--- src/rtl/pe_stream_feeder.sv ---
// pe_stream_feeder: pairs accepted upstream pixels with kernel taps and streams
// registered IMap/IWeight beats to one PE. Optional abort input: PE_FEEDER_ABORT_EN.
module pe_stream_feeder #(
    parameter int DATA_SIZE = 8,
    parameter int CALCYCLE  = 25,
    parameter int WIN_W     = 10
) (
    input  logic                 clk_cal,
    input  logic                 rst_cal,
    input  logic                 w_wr_en,
    input  logic [4:0]           w_wr_addr,
    input  logic [DATA_SIZE-1:0] w_wr_data,
    input  logic                 bias_wr_en,
    input  logic [DATA_SIZE-1:0] bias_wr_data,
    input  logic                 start,
`ifdef PE_FEEDER_ABORT_EN
    input  logic                 abort,
`endif
    input  logic [WIN_W-1:0]     win_count,
    input  logic [DATA_SIZE-1:0] map_in,
    input  logic                 map_in_vld,
    output logic                 map_in_rdy,
    output logic [DATA_SIZE-1:0] IMap,
    output logic [DATA_SIZE-1:0] IWeight,
    output logic                 ImapVld,
    output logic                 IweightVld,
    output logic [DATA_SIZE-1:0] bias,
    output logic                 busy,
    output logic                 done
);

    typedef enum logic [1:0] {
        S_IDLE,
        S_RUN,
        S_DONE
    } state_t;

    localparam logic [4:0] LAST_TAP = 5'(CALCYCLE - 1);

    state_t               state_q, state_d;
    logic [DATA_SIZE-1:0] kernel_q [CALCYCLE];
    logic [DATA_SIZE-1:0] bias_q;
    logic [4:0]           tap_q, tap_d;
    logic [WIN_W-1:0]     win_left_q, win_left_d;
    logic [DATA_SIZE-1:0] imap_q, imap_d;
    logic [DATA_SIZE-1:0] iweight_q, iweight_d;
    logic                 vld_q, vld_d;
    logic                 abort_w;
    logic                 accept;
    logic                 wr_tap;
    logic                 wr_bias;

`ifdef PE_FEEDER_ABORT_EN
    assign abort_w = abort;
`else
    assign abort_w = 1'b0;
`endif

    // Abort takes priority over a pixel offered on the same edge.
    assign accept  = map_in_vld && (state_q == S_RUN) && !abort_w;
    assign wr_tap  = w_wr_en && (state_q == S_IDLE) && (w_wr_addr <= LAST_TAP);
    assign wr_bias = bias_wr_en && (state_q == S_IDLE);

    always_comb begin
        state_d    = state_q;
        tap_d      = tap_q;
        win_left_d = win_left_q;
        imap_d     = imap_q;
        iweight_d  = iweight_q;
        vld_d      = 1'b0;
        case (state_q)
            S_IDLE: begin
                if (start) begin
                    if (win_count != '0) begin
                        state_d    = S_RUN;
                        win_left_d = win_count;
                        tap_d      = '0;
                    end else begin
                        state_d = S_DONE;
                    end
                end
            end
            S_RUN: begin
                if (abort_w) begin
                    state_d    = S_IDLE;
                    tap_d      = '0;
                    win_left_d = '0;
                end else if (accept) begin
                    imap_d    = map_in;
                    iweight_d = kernel_q[tap_q];
                    vld_d     = 1'b1;
                    if (tap_q == LAST_TAP) begin
                        tap_d      = '0;
                        win_left_d = win_left_q - 1'b1;
                        if (win_left_q == WIN_W'(1)) begin
                            state_d = S_DONE;
                        end
                    end else begin
                        tap_d = tap_q + 1'b1;
                    end
                end
            end
            S_DONE:  state_d = S_IDLE;
            default: state_d = S_IDLE;
        endcase
    end

    always_ff @(posedge clk_cal or posedge rst_cal) begin
        if (rst_cal) begin
            state_q    <= S_IDLE;
            tap_q      <= '0;
            win_left_q <= '0;
            imap_q     <= '0;
            iweight_q  <= '0;
            vld_q      <= 1'b0;
            bias_q     <= '0;
            for (int unsigned i = 0; i < unsigned'(CALCYCLE); i++) begin
                kernel_q[i] <= '0;
            end
        end else begin
            state_q    <= state_d;
            tap_q      <= tap_d;
            win_left_q <= win_left_d;
            imap_q     <= imap_d;
            iweight_q  <= iweight_d;
            vld_q      <= vld_d;
            if (wr_tap) begin
                kernel_q[w_wr_addr] <= w_wr_data;
            end
            if (wr_bias) begin
                bias_q <= bias_wr_data;
            end
        end
    end

    assign map_in_rdy = (state_q == S_RUN);
    assign busy       = (state_q == S_RUN);
    assign done       = (state_q == S_DONE);
    assign IMap       = imap_q;
    assign IWeight    = iweight_q;
    assign ImapVld    = vld_q;
    assign IweightVld = vld_q;
    assign bias       = bias_q;

endmodule

--- config.mk ---
export PLATFORM = sky130hd
export DESIGN_NAME = pe_stream_feeder
export DESIGN_NICKNAME = d
export VERILOG_FILES = /design/src/rtl/pe_stream_feeder.sv
export SDC_FILE = /design/constraint.sdc
export NUM_CORES = 1
export LEC_CHECK = 0
export BUFFER_PORTS_ARGS = -buffer_cell sky130_fd_sc_hd__buf_2
export CORE_ASPECT_RATIO = 2
export CORE_MARGIN = 2
export CORE_UTILIZATION = 50
export CTS_BUF_LIST = sky130_fd_sc_hd__clkbuf_16
export CTS_CLUSTER_SIZE = 8
export DETAILED_ROUTE_END_ITERATION = 16
export GPL_TIMING_DRIVEN = 1
export PLACE_DENSITY = 0.68
export SKIP_CTS_REPAIR_TIMING = 1
export SLEW_MARGIN = 30
export SYNTH_ARGS = -nofsm -noshare
export SYNTH_HDL_FRONTEND = slang
export SYNTH_SLANG_ARGS = --single-unit
--- constraint.sdc ---
create_clock -name clk_cal -period 9.2 [get_ports clk_cal]
set_input_delay 0.46 -clock clk_cal [delete_from_list [all_inputs] [get_ports clk_cal]]
set_output_delay 0.46 -clock clk_cal [all_outputs]
set_load 0.02 [all_outputs]
== Yosys cells after proc, flatten, opt, wreduce, memory -nomap -nowiden ==
Cells that the tools add are included.

* Register bits: 242
* Input port bits: 45
* Output and inout port bits: 29
* Logic and storage cells: 85

* Add/sub/neg operators: 2
* Order comparisons: 4
* Equality and inequality tests: 9
* Mux-type cells: 24
* Bitwise gates (word level): 2
* Reductions and logical operators: 12

{| class="wikitable"
|+ Operator list
! operator !! number
|-
| $bwmux 200 || 1
|-
| $bmux 8 s5 || 1
|-
| $demux 8 s5 || 1
|-
| $mux 10 || 4
|-
| $mux 8 || 3
|-
| $mux 5 || 4
|-
| $pmux 10 s2 || 1
|-
| $ge 6x6->1 const B || 2
|-
| $not 5->6 || 2
|-
| $eq 10x1->1 const B || 1
|-
| $mux 2 || 5
|-
| $pmux 5 s2 || 1
|-
| $reduce_bool 10->1 || 1
|-
| $sub 10x1->10 const B || 1
|-
| $ne 2x1->1 const B || 4
|-
| $reduce_and 4->1 || 2
|-
| $lt 6x1->1 const B || 1
|-
| $add 5x1->5 const B || 1
|-
| $eq 5x5->1 const B || 1
|-
| $le 5x5->1 const B || 1
|-
| $logic_and 1x1->1 || 5
|-
| $reduce_and 5->1 || 1
|-
| $pmux 2 s2 || 1
|-
| $eq 2x1->1 const B || 1
|-
| other kinds (6) || 7
|}

== Depth between registers and ports, before layout ==
* Word-level depth: 6
* Mapped depth: 10

== Least setup slack after synthesis ==
Ideal clock, no wire load.

* Path kind: register to register
* Start: register tap_q[0]
* End: register win_left_q[8]
* Arrival time: 2,234 ps
* Setup slack: 6,846 ps
* Cell stages (with the launch flop): 11
* Path buffers: 4
* Cell sequence: dfrtp_1 buf_2 buf_2 clkbuf_1 inv_1 ha_1 nand4b_1 a211oi_1 clkbuf_1 nand3_1 a22o_1

* Word-level cells in the longest chain between the ends: 3

{| class="wikitable"
|+ Ends and longest elaborated chain
! item !! line !! source
|-
| from (decl) || 43 || <nowiki>logic [4:0] tap_q, tap_d;</nowiki>
|-
| from (signal assigned) || 122 || <nowiki>tap_q <= tap_d;</nowiki>
|-
| $eq 5x5->1 || 92 || <nowiki>if (tap_q == LAST_TAP) begin</nowiki>
|-
| $ne 2x1->1 (no line) || - ||
|-
| $reduce_and 5->1 (no line) || - ||
|-
| to (signal assigned) || 123 || <nowiki>win_left_q <= win_left_d;</nowiki>
|-
| to (decl) || 44 || <nowiki>logic [WIN_W-1:0] win_left_q, win_left_d;</nowiki>
|}

No other way between the ends.
A chain may end at the register's enable or synchronous reset.

== Worst setup path after layout ==
* Start: register state_q[0]
* End: output map_in_rdy

* Word-level cells in the longest chain between the ends: 1

{| class="wikitable"
|+ Ends and longest elaborated chain
! item !! line !! source
|-
| from (decl) || 40 || <nowiki>state_t state_q, state_d;</nowiki>
|-
| from (signal assigned) || 121 || <nowiki>state_q <= state_d;</nowiki>
|-
| $eq 2x1->1 || 136 || <nowiki>assign map_in_rdy = (state_q == S_RUN);</nowiki>
|-
| to (decl) || 22 || <nowiki>output logic map_in_rdy,</nowiki>
|}

No other way between the ends.

==> results.py <==
metrics = {
    "status": {
        "status": "completed",
    },
    "worst_setup_path": {
        "endpoint_kind": "output pin",
        "slowest_stage": "dfrtp_1",
        "worst-path-max-fanout": 18,
        "timing.rr.start": "state_q[0]$_DFFE_PP0P_",
        "crit_type": "reg -> out",
        "cpPeakStageDelay_ns": 0.79,
        "worst-r2r-setup-slack_ns": 6.71,
        "crit_path_start": "state_q[0]$_DFFE_PP0P_",
        "cp_top_family": "buffers and inverters",
        "cp_num_buf_inv": 2,
        "crit_chain": "nand2b_1 -> inv_1 -> buf_2",
        "startpoint_type": "flip-flop",
        "critPathRequiredTime_ns": 8.74,
        "arrival_ns": 2.61,
    },
    "job": {
        "drv_cap": 0,
    },
    "detailed_routing": {
        "drc": 0,
        "drtAntennaViolNets": 0,
        "wirelength_mm": 27.3,
        "drtIter0Drc": 344,
        "via_count": 7089,
        "via_per_inst": 6.06,
        "firstDrtPassIters": 4,
        "wl_per_cell_um": 23.4,
    },
    "yosys": {
        "avgSynthCellArea_um2": 13.8,
        "synth-seq-cells": 242,
        "yosys-mux-area-fraction": 0.303,
        "yosys_warnings": 0,
        "synth_top_family_by_area": "multiplexers",
        "synth_ff_type": "dfrtp_1",
        "syn-cell-area_mm2": 0.0114,
        "synth-simple-area-share": 0.0747,
        "postSynthCellCount": 827,
        "synth_fa_ha_area_frac": 0.00439,
        "syn_nets": 876,
        "synth_compound_area_frac": 0.0615,
        "synthXorXnorAreaFrac": 0,
        "ys_seq_area_frac": 0.531,
        "synth_edf_count": 0,
        "ys_types": 58,
        "synthArstFlopShare": 1.00,
    },
    "die": {
        "die_area_mm2": 0.0241,
        "io_pins": 74,
        "rows": 78,
        "core-area_mm2": 0.0225,
        "die_h_um": 218,
        "start_util": 0.506,
        "die_w_um": 111,
    },
    "timing": {
        "min_period_over_period": 0.334,
        "setup_ws_ns": 6.13,
        "hold_violations": 0,
        "rsz0062_at_grt": "no",
        "finalCriticalPeriod_ns": 3.07,
        "worstMarginPinSlew_ns": 0.864,
        "clock.fmax_ghz": 0.326,
        "slew_headroom": 0.424,
        "setup_viol": 0,
        "tns_ns": 0,
        "hold_ws_ns": 0.0696,
        "maxSlewViolCount": 0,
        "skew_ns": 0.0155,
    },
    "finish": {
        "areaGrowthSynthToFinish_pct": 12.9,
        "final_cell_mix": "dfrtp_1, mux2_2, buf_2",
        "nNetsFinal": 934,
        "fin_util": 0.572,
        "stdcell_count": 1170,
        "fill_cells": 1810,
        "multi_input_area_mm2": 0.00506,
        "layout_commonest_cell": "dfrtp_1",
        "seq_area_mm2": 0.00606,
        "drive_gt1_frac": 0.453,
    },
    "global_route": {
        "grt.met3_usage": 0.0364,
        "busiest_layer": "met2",
        "grt_use_met1": 0.252,
        "grt-ovfl-total": 0,
        "grt_pass1_vias": 7551,
        "grt_pass1_wl_mm": 43.2,
        "grt_usage": 0.232,
        "grt_max_degree": 93,
        "grt_util_met2": 0.425,
        "antenna_found_initial": 4,
    },
    "placement": {
        "placed_cells": 1127,
        "routabilityCongestion": 0.854,
        "dp_hpwl_mm": 18.4,
        "portBuffers": 73,
        "pre_cts_ws_ns": 6.67,
    },
    "pwr": {
        "power.density_mw_per_mm2": 239,
        "peakVddDrop_uv": 183,
        "leakage_nw": 6.33,
    },
    "clock_tree": {
        "cts.sinks": 242,
        "cts.htree.levels": 2,
        "cts_tree": "yes",
        "clockBufferDepth": 3,
        "clk_pin_slew_ns": 0.05,
        "clk_latency_ns": 0.50,
        "cts_made_buffers": 36,
        "cts_root_buffer": "clkbuf_16",
    },
    "min_path": {
        "min_path_type": "in -> async",
    },
}
## metal layers
layer | up-vias | routed length [µm]
met2 | 179 | 14600
met4 | 2 | 1570
met3 | 78 | 1030
met5 | - | 7
li1 | 3179 | -
met1 | 3651 | 10100
## cell usage after synthesis (2+ instances only)
master,instances,share of area
a211oi_1,2,0.0013
a21oi_1,18,0.0079
a221o_1,8,0.0070
a22oi_1,8,0.0053
a31oi_1,4,0.0022
and2_1,2,0.0011
and3_1,4,0.0022
and4b_1,2,0.0018
buf_1,5,0.0016
buf_2,15,0.0066
buf_4,2,0.0013
clkbuf_1,37,0.012
dfrtp_1,242,0.53
ha_1,4,0.0044
inv_1,9,0.0030
mux2_2,223,0.22
mux2i_1,21,0.018
mux4_2,32,0.063
nand2_1,35,0.012
nand2_2,5,0.0027
nand2b_1,5,0.0027
nand3_1,14,0.0061
nand3_2,4,0.0035
nand3b_1,2,0.0013
nand4_1,4,0.0022
nand4b_1,3,0.0023
nor2_1,18,0.0059
nor2b_1,12,0.0066
nor3_1,3,0.0013
nor3_2,5,0.0044
nor3_4,3,0.0043
nor4_1,4,0.0022
o211a_1,8,0.0070
o211ai_1,11,0.0072
o21ai_0,5,0.0022
o22ai_1,9,0.0049
o2bb2ai_1,4,0.0031
o31ai_1,9,0.0059
o32ai_1,2,0.0015
o41ai_1,2,0.0015
or2_2,2,0.0011
or3_1,4,0.0022
## state kept, by name, summed over array words and instances (netlist names)
register and cells:
win_left_q 10, IWeight 8, state_q 2, tap_q 5, kernel_q 200, bias 8, IMap 8, ImapVld 1
## final cells by class
cell class,instances,area share
Antenna cell,3,0.000583
Clock buffer,37,0.0719
Clock inverter,3,0.00126
Inverter,10,0.00350
Multi-Input combinational cell,515,0.392
Sequential cell,242,0.470
Tap cell,280,0.0272
Timing Repair Buffer,80,0.0330
## kinds of logic (layout without fill, tap and decap cells)
logic type / after synthesis / count (layout)
other cells: 0 / 3
simple gates: 138 / 138
buf+inv: 70 / 130
mux: 277 / 277
fa+ha+maj: 4 / 4
compound gates: 96 / 96
flops: 242 / 242
## stage by stage
stage / power (W) / instance area [µm²]
3_5_place_dp: 0.00197 / 11900
4_1_cts: 0.00311 / 12900
2_1_floorplan: 0.00172 / 11400
6_report: 0.00308 / 12900
3_3_place_gp: 0.00196 / 11900
5_1_grt: 0.00320 / 12900
## final timing paths
kind / endpoint / depth (start not counted)
min: kernel_q[74]$_DFFE_PP0P_ / 2
min in group clk_cal: IMap[2]$_DFFE_PP0P_ / 3
min reg2reg: IMap[1]$_DFFE_PP0P_ / 2
max: map_in_rdy / 3
max reg2reg: win_left_q[4]$_DFFE_PP0P_ / 5
max in group asynchronous: tap_q[1]$_DFFE_PP0P_ / 3
## power breakdown
group          internal (W)  switching (W)  total [W]
Combinational      0.000276       0.000475   0.000751
Sequential          0.00114      0.0000576    0.00119
Clock              0.000703       0.000430    0.00113
Total               0.00211       0.000963    0.00308
Power figures use the tool's default switching activity.
